**config.mk**
```make
export PLATFORM = sky130hd
export DESIGN_NAME = traceback_engine
export DESIGN_NICKNAME = d
export VERILOG_FILES = /design/src/rtl/traceback_engine.sv
export SDC_FILE = /design/constraint.sdc
export NUM_CORES = 1
export LEC_CHECK = 0
export ABC_AREA = 1
export CORE_MARGIN = 3
export CORE_UTILIZATION = 30
export CTS_CLUSTER_DIAMETER = 120
export DETAILED_ROUTE_END_ITERATION = 10
export PLACE_DENSITY = 0.56
export SETUP_SLACK_MARGIN = 0.3
export SYNTH_ARGS = -nofsm -noshare
export SYNTH_HDL_FRONTEND = slang
export SYNTH_SLANG_ARGS = --single-unit
```
**constraint.sdc**
```tcl
create_clock -name clk -period 5.5 [get_ports clk]
set_clock_uncertainty 0.15 [all_clocks]
set_input_delay 0.55 -clock clk [delete_from_list [all_inputs] [get_ports clk]]
set_output_delay 0.55 -clock clk [all_outputs]
set_load 0.05 [all_outputs]
```
**src/rtl/traceback_engine.sv**
```systemverilog
// Viterbi traceback: buffers TB_DEPTH survivor words, traces back from the chosen end
// state, then holds the decoded block and the chain-in state until the consumer takes it.
//
// state | meaning
// FILL  | accepting survivor words; a start is taken only once the buffer was already full
// TRACE | walking one trellis step per cycle from the newest entry to the oldest
// OUT   | decoded block valid, waiting for i_ready
module traceback_engine #(
   parameter int STATE_W  = 4,
   parameter int TB_DEPTH = 16,
   parameter int OUT_BITS = 2
) (
   input  logic                            clk,
   input  logic                            rst,
   input  logic                            i_surv_valid,
   output logic                            o_surv_ready,
   input  logic [(2**STATE_W)*STATE_W-1:0] i_surv_prv_st,
   input  logic                            i_tb_start,
   input  logic [STATE_W-1:0]              i_sel_node,
   input  logic                            i_zero_term,
   output logic                            o_busy,
   output logic                            o_valid,
   input  logic                            i_ready,
   output logic [TB_DEPTH*OUT_BITS-1:0]    o_decoder_data,
   output logic [STATE_W-1:0]              o_final_node
);

   localparam int STATE_NUM = 2**STATE_W;
   localparam int IDX_W     = $clog2(TB_DEPTH);
   localparam int FILL_W    = $clog2(TB_DEPTH + 1);
   localparam logic [IDX_W-1:0]  IDX_LAST = IDX_W'(TB_DEPTH - 1);
   localparam logic [FILL_W-1:0] FILL_MAX = FILL_W'(TB_DEPTH);

   typedef enum logic [1:0] {FILL, TRACE, OUT} state_t;

   state_t                                 state_q, state_d;
   logic [FILL_W-1:0]                      fill_q, fill_d;
   logic [IDX_W-1:0]                       idx_q, idx_d;
   logic [STATE_W-1:0]                     node_q, node_d;
   logic                                   busy_q, busy_d;
   logic                                   valid_q, valid_d;
   logic [TB_DEPTH-1:0][OUT_BITS-1:0]      data_q, data_d;
   logic [STATE_W-1:0]                     final_q, final_d;
   logic [STATE_NUM-1:0][STATE_W-1:0]      mem_q [TB_DEPTH];

   logic               full;
   logic               surv_ready;
   logic               wr_en;
   logic [STATE_W-1:0] nxt_node;

   assign full       = (fill_q == FILL_MAX);
   assign surv_ready = (state_q == FILL) && !full;
   assign nxt_node   = mem_q[idx_q][node_q];

   always_comb begin
      state_d = state_q;
      fill_d  = fill_q;
      idx_d   = idx_q;
      node_d  = node_q;
      busy_d  = busy_q;
      valid_d = valid_q;
      data_d  = data_q;
      final_d = final_q;
      wr_en   = 1'b0;
      case (state_q)
         FILL: begin
            if (i_surv_valid && surv_ready) begin
               wr_en  = 1'b1;
               fill_d = fill_q + FILL_W'(1);
            end
            // full is the pre-edge fill, so a start landing with the last write is dropped
            if (i_tb_start && full) begin
               node_d  = i_zero_term ? '0 : i_sel_node;
               idx_d   = IDX_LAST;
               busy_d  = 1'b1;
               state_d = TRACE;
            end
         end
         TRACE: begin
            data_d[idx_q] = node_q[OUT_BITS-1:0];
            node_d        = nxt_node;
            if (idx_q == '0) begin
               final_d = nxt_node;
               valid_d = 1'b1;
               state_d = OUT;
            end else begin
               idx_d = idx_q - IDX_W'(1);
            end
         end
         OUT: begin
            if (i_ready) begin
               valid_d = 1'b0;
               busy_d  = 1'b0;
               fill_d  = '0;
               state_d = FILL;
            end
         end
         default: state_d = FILL;
      endcase
   end

   always_ff @(posedge clk) begin
      if (rst) begin
         state_q <= FILL;
         fill_q  <= '0;
         idx_q   <= '0;
         node_q  <= '0;
         busy_q  <= 1'b0;
         valid_q <= 1'b0;
         data_q  <= '0;
         final_q <= '0;
      end else begin
         state_q <= state_d;
         fill_q  <= fill_d;
         idx_q   <= idx_d;
         node_q  <= node_d;
         busy_q  <= busy_d;
         valid_q <= valid_d;
         data_q  <= data_d;
         final_q <= final_d;
      end
   end

   // Survivor storage needs no reset; fill tracks which entries are meaningful.
   always_ff @(posedge clk) begin
      if (!rst && wr_en) begin
         mem_q[fill_q[IDX_W-1:0]] <= i_surv_prv_st;
      end
   end

   assign o_surv_ready   = surv_ready;
   assign o_busy         = busy_q;
   assign o_valid        = valid_q;
   assign o_decoder_data = data_q;
   assign o_final_node   = final_q;

endmodule

```
==> metrics.md, run 1 <==
| Metric | Value |
|---|---|
| Final Critical Period | 3540 ps |
| Syn Nets | 3713 |
| Via count | 28232 |
| Final Max Tran Viols | 0 |
| CP startpoint | fill_q[0] |
| Drt first pass iters | 5 |
| Max cap viols | 0 |
| Vias in the first global route | 26933 |
| Top fanout value on the critical path | 35 |
| NetSw | 3.39 mW |
| TritonCTS clock tree | done |
| PnR worst setup slack | 1960 ps |
| Reg-to-Reg Start | fill_q[0] |
| DRC | 0 |
| Global-route wire length before repair | 181000 um |
| Peak VDD IR | 0.251 mV |
| Hold_buf cts | 0 |
| Worst-path clk slew | 60 ps |
| Std cell rows | 139 |
| GPL Wtd Cong | 0.771 |
| Bufs on Longest Clock Path | 3 |
| CTS resizes | 0 |
| Sequential share of the synthesized area | 73.3% |
| Cts bufs inserted | 107 |
| I/O Pins | 113 |
| Die footprint | 150000 um^2 |
| Final Core Density | 34.6% |
| Detailed Place HPWL | 63400 um |
| Placed cell count | 5469 |
| Synth Instances | 3630 |
| Rel. slew slack | 24.0% |
| Worst hold-check path type | reg2reg |
| Setup CP Type | reg2reg |
| Outcome | finished, final reports clean |
| Crit path launch type | flop |
| CTS H-tree lvls | 3 |
| Mean cell area of the mapped netlist | 12.0 um^2 |
| Sequential power share | 54.7% |
| Sw Share | 20.4% |
| Grt ovf | 0 |
| CP arrival | 3770 ps |
| Comb pwr share | 1.9% |
| Post-Route WL | 122000 um |
| Hold Startpoint | o_valid |
| Pre-CTS setup slack | 1960 ps |
| Final nets | 3758 |
| Synth-to-layout area growth | 14.4% |
| Die width | 387 um |
| R2r setup slk | 1960 ps |
| Mapped Area | 43500 um^2 |
| GRT Util Overall | 15.8% |
| Yosys reg bits | 1081 |
| RSZ-0062 raised after global routing | false |
| Routed len/inst | 21.5 um |
| Die H | 387 um |
| Layout Cells excl Fill | 5669 |
| Internal Power | 13.2 mW |
| Clk pwr share | 43.4% |
| F_max | 0.283 GHz |
| Initial DRC Count | 2851 |
| Core Region | 144000 um^2 |
| Yosys Warn Count | 0 |
| Leak | 16.9 nW |
| Number of fill cells in the layout | 13984 |
| CTS Sinks | 1081 |
| Initial antenna violation count | 2 |
| Period utilisation layout | 64.3% |
| Largest net degree at the start of global routing | 196 |
| Ratio of cells with drive above 1 in the final layout | 6.08% |
| Critical path capture point type | flop |
| Post-DR vias/cell | 4.98 |
| CTS Root Cell | clkbuf_16 |
| Worst-margin pin slew | 1140 ps |
| Final hold vios | 0 |
| Initial Util | 30.3% |
| Port buffer count | 112 |
| Unique cell type count in the Yosys netlist | 25 |
| CP required | 5740 ps |
| Later-pin clock latency in the skew report | 720 ps |
| Antenna Nets Post-Route | 0 |
| Final setup fails | 0 |
| Postcts setup bufs | 0 |
| P per Cell Area | 333 nW/um^2 |
==> path summary, 6_finish.rpt <==
check | end | cells after the start
setup / recovery | mem_q[12][17] | 10
hold / removal | o_valid | 2
setup reg to reg | mem_q[12][17] | 10
hold reg to reg | o_valid | 2
==> layout make-up <==
type / instances / area, um^2 / area share (%)
Antenna cell: 1 / 2.50 / 0.00502
Clock buffer: 134 / 2850 / 5.72
Clock inverter: 65 / 582 / 1.17
Inverter: 38 / 174 / 0.349
Multi-Input combinational cell: 2279 / 10100 / 20.3
Sequential cell: 1081 / 31900 / 64.1
Tap cell: 1903 / 2380 / 4.78
Timing Repair Buffer: 168 / 1780 / 3.57
==> stage by stage <==
step / cell area [um^2] / hold WS, ps / setup TNS [ps] / power, mW
after detailed placement: 46400 / 337 / 0 / 9.55
after global placement: 46400 / 321 / 0 / 9.54
final: 49800 / 349 / 0 / 16.6
after CTS: 49800 / 323 / 0 / 16.7
after global routing: 49800 / 359 / 0 / 17.0
after floorplan: 43500 / 322 / -327550 / 9.32
==> state kept, by name (all words and copies together) (netlist names), named ones only <==
register,count
fill_q,5
idx_q,4
mem_q,1024
node_q,4
o_busy,1
o_decoder_data,32
o_final_node,4
o_valid,1
state_q,2
==> worst max-delay path, cell delays in order (launching register included) <==
cell and delay [ps]:
dfxtp_1 360, inv_1 110, ha_1 220, nand4_1 90, inv_1 70, nor3_1 240, nand2_1 140, nor2_1 280
nand2_1 310, nor2_4 830, buf_12 360
==> power groups by stage <==
stage / clock network (mW) / registers (mW) / logic, mW
after detailed placement: 0 / 9.24 / 0.310
final: 7.20 / 9.06 / 0.308
after global placement: 0 / 9.24 / 0.307
after floorplan: 0 / 9.24 / 0.0761
after CTS: 7.33 / 9.06 / 0.311
after global routing: 7.65 / 9.06 / 0.335
==> per-layer routing <==
layer	wire, um	track usage [%]
met5	13	0
met4	3140	4.70
met3	7490	2.16
met2	58200	25.8
met1	52800	21.8
==> synth_stat cells <==
cell / n / area [um^2]
a21oi_1: 46 / 230
a31oi_1: 2 / 12.5
buf_1: 24 / 90.1
buf_2: 112 / 561
buf_4: 22 / 165
buf_6: 49 / 552
buf_8: 1 / 15.0
clkbuf_1: 24 / 90.1
dfxtp_1: 57 / 1140
edfxtp_1: 1024 / 30700
ha_1: 9 / 113
inv_1: 35 / 131
inv_2: 2 / 7.51
inv_8: 1 / 11.3
nand2_1: 1128 / 4230
nand3_1: 988 / 4940
nand4_1: 3 / 18.8
nor2_1: 54 / 203
nor3_1: 4 / 20.0
o211ai_1: 1 / 7.51
o21ai_0: 37 / 185
o21ai_1: 4 / 20.0
o22ai_1: 1 / 6.26
or2_2: 1 / 6.26
xnor2_1: 1 / 8.76
==> cells in the final DEF, fill, tap and decap left out, types with 9 or more instances in the layout <==
cell	count
nor2_4	16
buf_12	19
clkinv_2	15
clkbuf_1	20
o21ai_0	37
nand3_1	988
buf_4	37
clkdlybuf4s50_1	112
a21oi_1	46
clkbuf_16	109
clkinv_1	33
nand2_1	1128
dfxtp_1	52
ha_1	9
nor2_1	38
edfxtp_1	1024
inv_1	33
==> cells by family (layout without fill, tap and decap cells) <==
kind of cell               count (synthesis)  count (layout)  synth area share [%]
and+or+nand+nor                         2178            2178                  21.7
DFF                                     1081            1081                  73.3
buffers and inverters                    270             405                  3.73
AOI/OAI and AO/OA                         91              91                  1.06
adders and majority gates                  9               9                 0.259
xor gates and xnor gates                   1               1                0.0201
other                                      0               1                     0
(Power assumes the default switching activity.)
==> inputs of run 2 (changes only) <==
PLACE_DENSITY = 0.57   (was 0.56)
clock period = 3.25 ns   (was 5.5 ns; I/O delays follow)
==> metrics.md, run 2 (synthesized netlist as in run 1, its figures left out) <==
| Metric | Value |
|---|---|
| Worst hold-check path type | in2reg |
| Cell area after layout | 50700 um^2 |
| Final Core Density | 35.3% |
| Most common cell after layout, fill and taps aside | nand2_1 |
| Setup TNS | 0 ps |
| Routed len/inst | 21.3 um |
| Final nets | 3806 |
| Worst-margin pin slew | 764 ps |
| Critical path capture point type | flop |
| CTS H-tree lvls | 3 |
| Cts bufs inserted | 110 |
| Worst hold stages | 3 |
| Die footprint | 150000 um^2 |
| GRT Util Overall | 15.8% |
| Peak VDD IR | 0.433 mV |
| DP Area | 47200 um^2 |
| Core Region | 144000 um^2 |
| Crit path launch type | flop |
| Comb pwr share | 1.8% |
| Global-route wire length before repair | 180000 um |
| GPL Wtd Cong | 0.789 |
| Largest net degree at the start of global routing | 118 |
| Die width | 387 um |
| Sequential power share | 54.7% |
| Largest stage delay, worst path | 540 ps |
| TritonCTS clock tree | done |
| Period utilisation layout | 84.2% |
| Initial Util | 30.3% |
| Antenna Nets Post-Route | 0 |
| Hold Startpoint | i_surv_valid |
| CP Cell Sequence | buf_16 -> nand2_1 -> nand3_1 -> nand3_1 -> nand3_1 -> nand3_1 -> nand2_1 -> nand2_1 -> nand3_1 -> nand3_1 -> nand2_1 -> nand2_1 -> a21oi_1 |
| Number of fill cells in the layout | 13896 |
| Number of flip-flops in the largest register | 1024 |
| Final Critical Period | 2740 ps |
| Outcome | finished, final reports clean |
| Initial antenna violation count | 14 |
| Vias in the first global route | 26778 |
| Critical Path Most Common Cell | nand3_1 |
| Clk pwr share | 43.5% |
| F_max | 0.365 GHz |
| CP required | 3700 ps |
| P per Cell Area | 553 nW/um^2 |
| Via count | 28219 |
| I/O Pins | 113 |
| Die H | 387 um |
| Internal Power | 22.5 mW |
| Later-pin clock latency in the skew report | 670 ps |
| R2r setup slk | 510 ps |
| CP arrival | 3190 ps |
| Initial DRC Count | 2693 |
| Final Max Tran Viols | 0 |
| Sw Share | 19.8% |
| Ratio of cells with drive above 1 in the final layout | 7.45% |
| Post-DR vias/cell | 4.93 |
| Most frequent cells in the layout | nand2_1 (1123), edfxtp_1 (1024), nand3_1 (988) |
| Port buffer count | 112 |
| Final hold vios | 0 |
| Max cap viols | 0 |
| Worst-path clk slew | 60 ps |
| Pwr Total | 28.1 mW |
| CTS Sinks | 1081 |
| NetSw | 5.56 mW |
| Bufs on Longest Clock Path | 3 |
| DRC | 0 |
| Cells on worst reg2reg path | 13 |
| Detailed Place HPWL | 64900 um |
| CTS Root Cell | clkbuf_16 |
| Drt first pass iters | 6 |
| CP max stage cell | dfxtp_4 |
| Synth-to-layout area growth | 16.5% |
| RR Endpoint | node_q[1] |
| Post-Route WL | 122000 um |
| Worst setup path endpoint | node_q[1] |
| Std cell rows | 139 |
| Leak | 17.3 nW |
| RSZ-0062 raised after global routing | false |
| Grt ovf | 0 |
| Final setup fails | 0 |
| Top fanout value on the critical path | 117 |
| Setup CP Type | reg2reg |
| Rel. slew slack | 49.1% |
| Hold WS | 183 ps |
-- run 2: how the worst min path moves through the flow --
stage	slack, ps	end
final	180	fill_q[1]
after global routing	170	fill_q[1]
after CTS	150	fill_q[1]
after detailed placement	330	o_valid
after global placement	310	o_valid
after floorplan	270	mem_q[0][0]
-- run 2: metrics by stage --
step / setup WS, ps / cells
after floorplan: -44.2 / 3630
after global placement: 443 / 5511
after detailed placement: 469 / 5511
after CTS: 459 / 5712
after global routing: 328 / 5716
final: 513 / 5720
-- run 2: area by class of cell --
type	instances	area, um^2	area share (%)
Sequential cell	1081	31900	62.9
Antenna cell	5	12.5	0.0247
Clock buffer	142	2940	5.79
Clock inverter	59	495	0.977
Multi-Input combinational cell	2279	10200	20.1
Inverter	38	184	0.363
Tap cell	1903	2380	4.69
Timing Repair inverter	1	11.3	0.0222
Timing Repair Buffer	212	2590	5.12
-- run 2: timing repair --
item / 4_1_cts / 5_1_grt
hold buffers: 0 / 0
cloned: 0 / 1
gates resized for setup: 1 / 3
setup endpoints to repair: 1 / 2
buffers inserted: 0 / 2
-- run 2: power by group through the flow --
stage	sequential (mW)	combinational [mW]	clock, mW
after CTS	15.3	0.518	12.4
after floorplan	15.6	0.143	0
after detailed placement	15.6	0.516	0
final	15.3	0.513	12.2
after global placement	15.6	0.510	0
after global routing	15.3	0.563	13.0
-- run 2: critical path: cells and delay by family (launching register included) --
kind / cells / cell delay (ps)
buf+inv: 1 / 370
flops: 1 / 540
simple gates: 11 / 1310
compound gates: 1 / 120
-- run 2: layer usage --
layer	part of all wire, %	wire, um	vias to the layer above	track usage, %
met1	44	53000	14000	21.7
li1	-	-	13099	-
met5	0.047	57	-	0
met2	48	58100	914	25.8
met4	2.3	2820	10	4.25
met3	6.5	7880	196	2.69
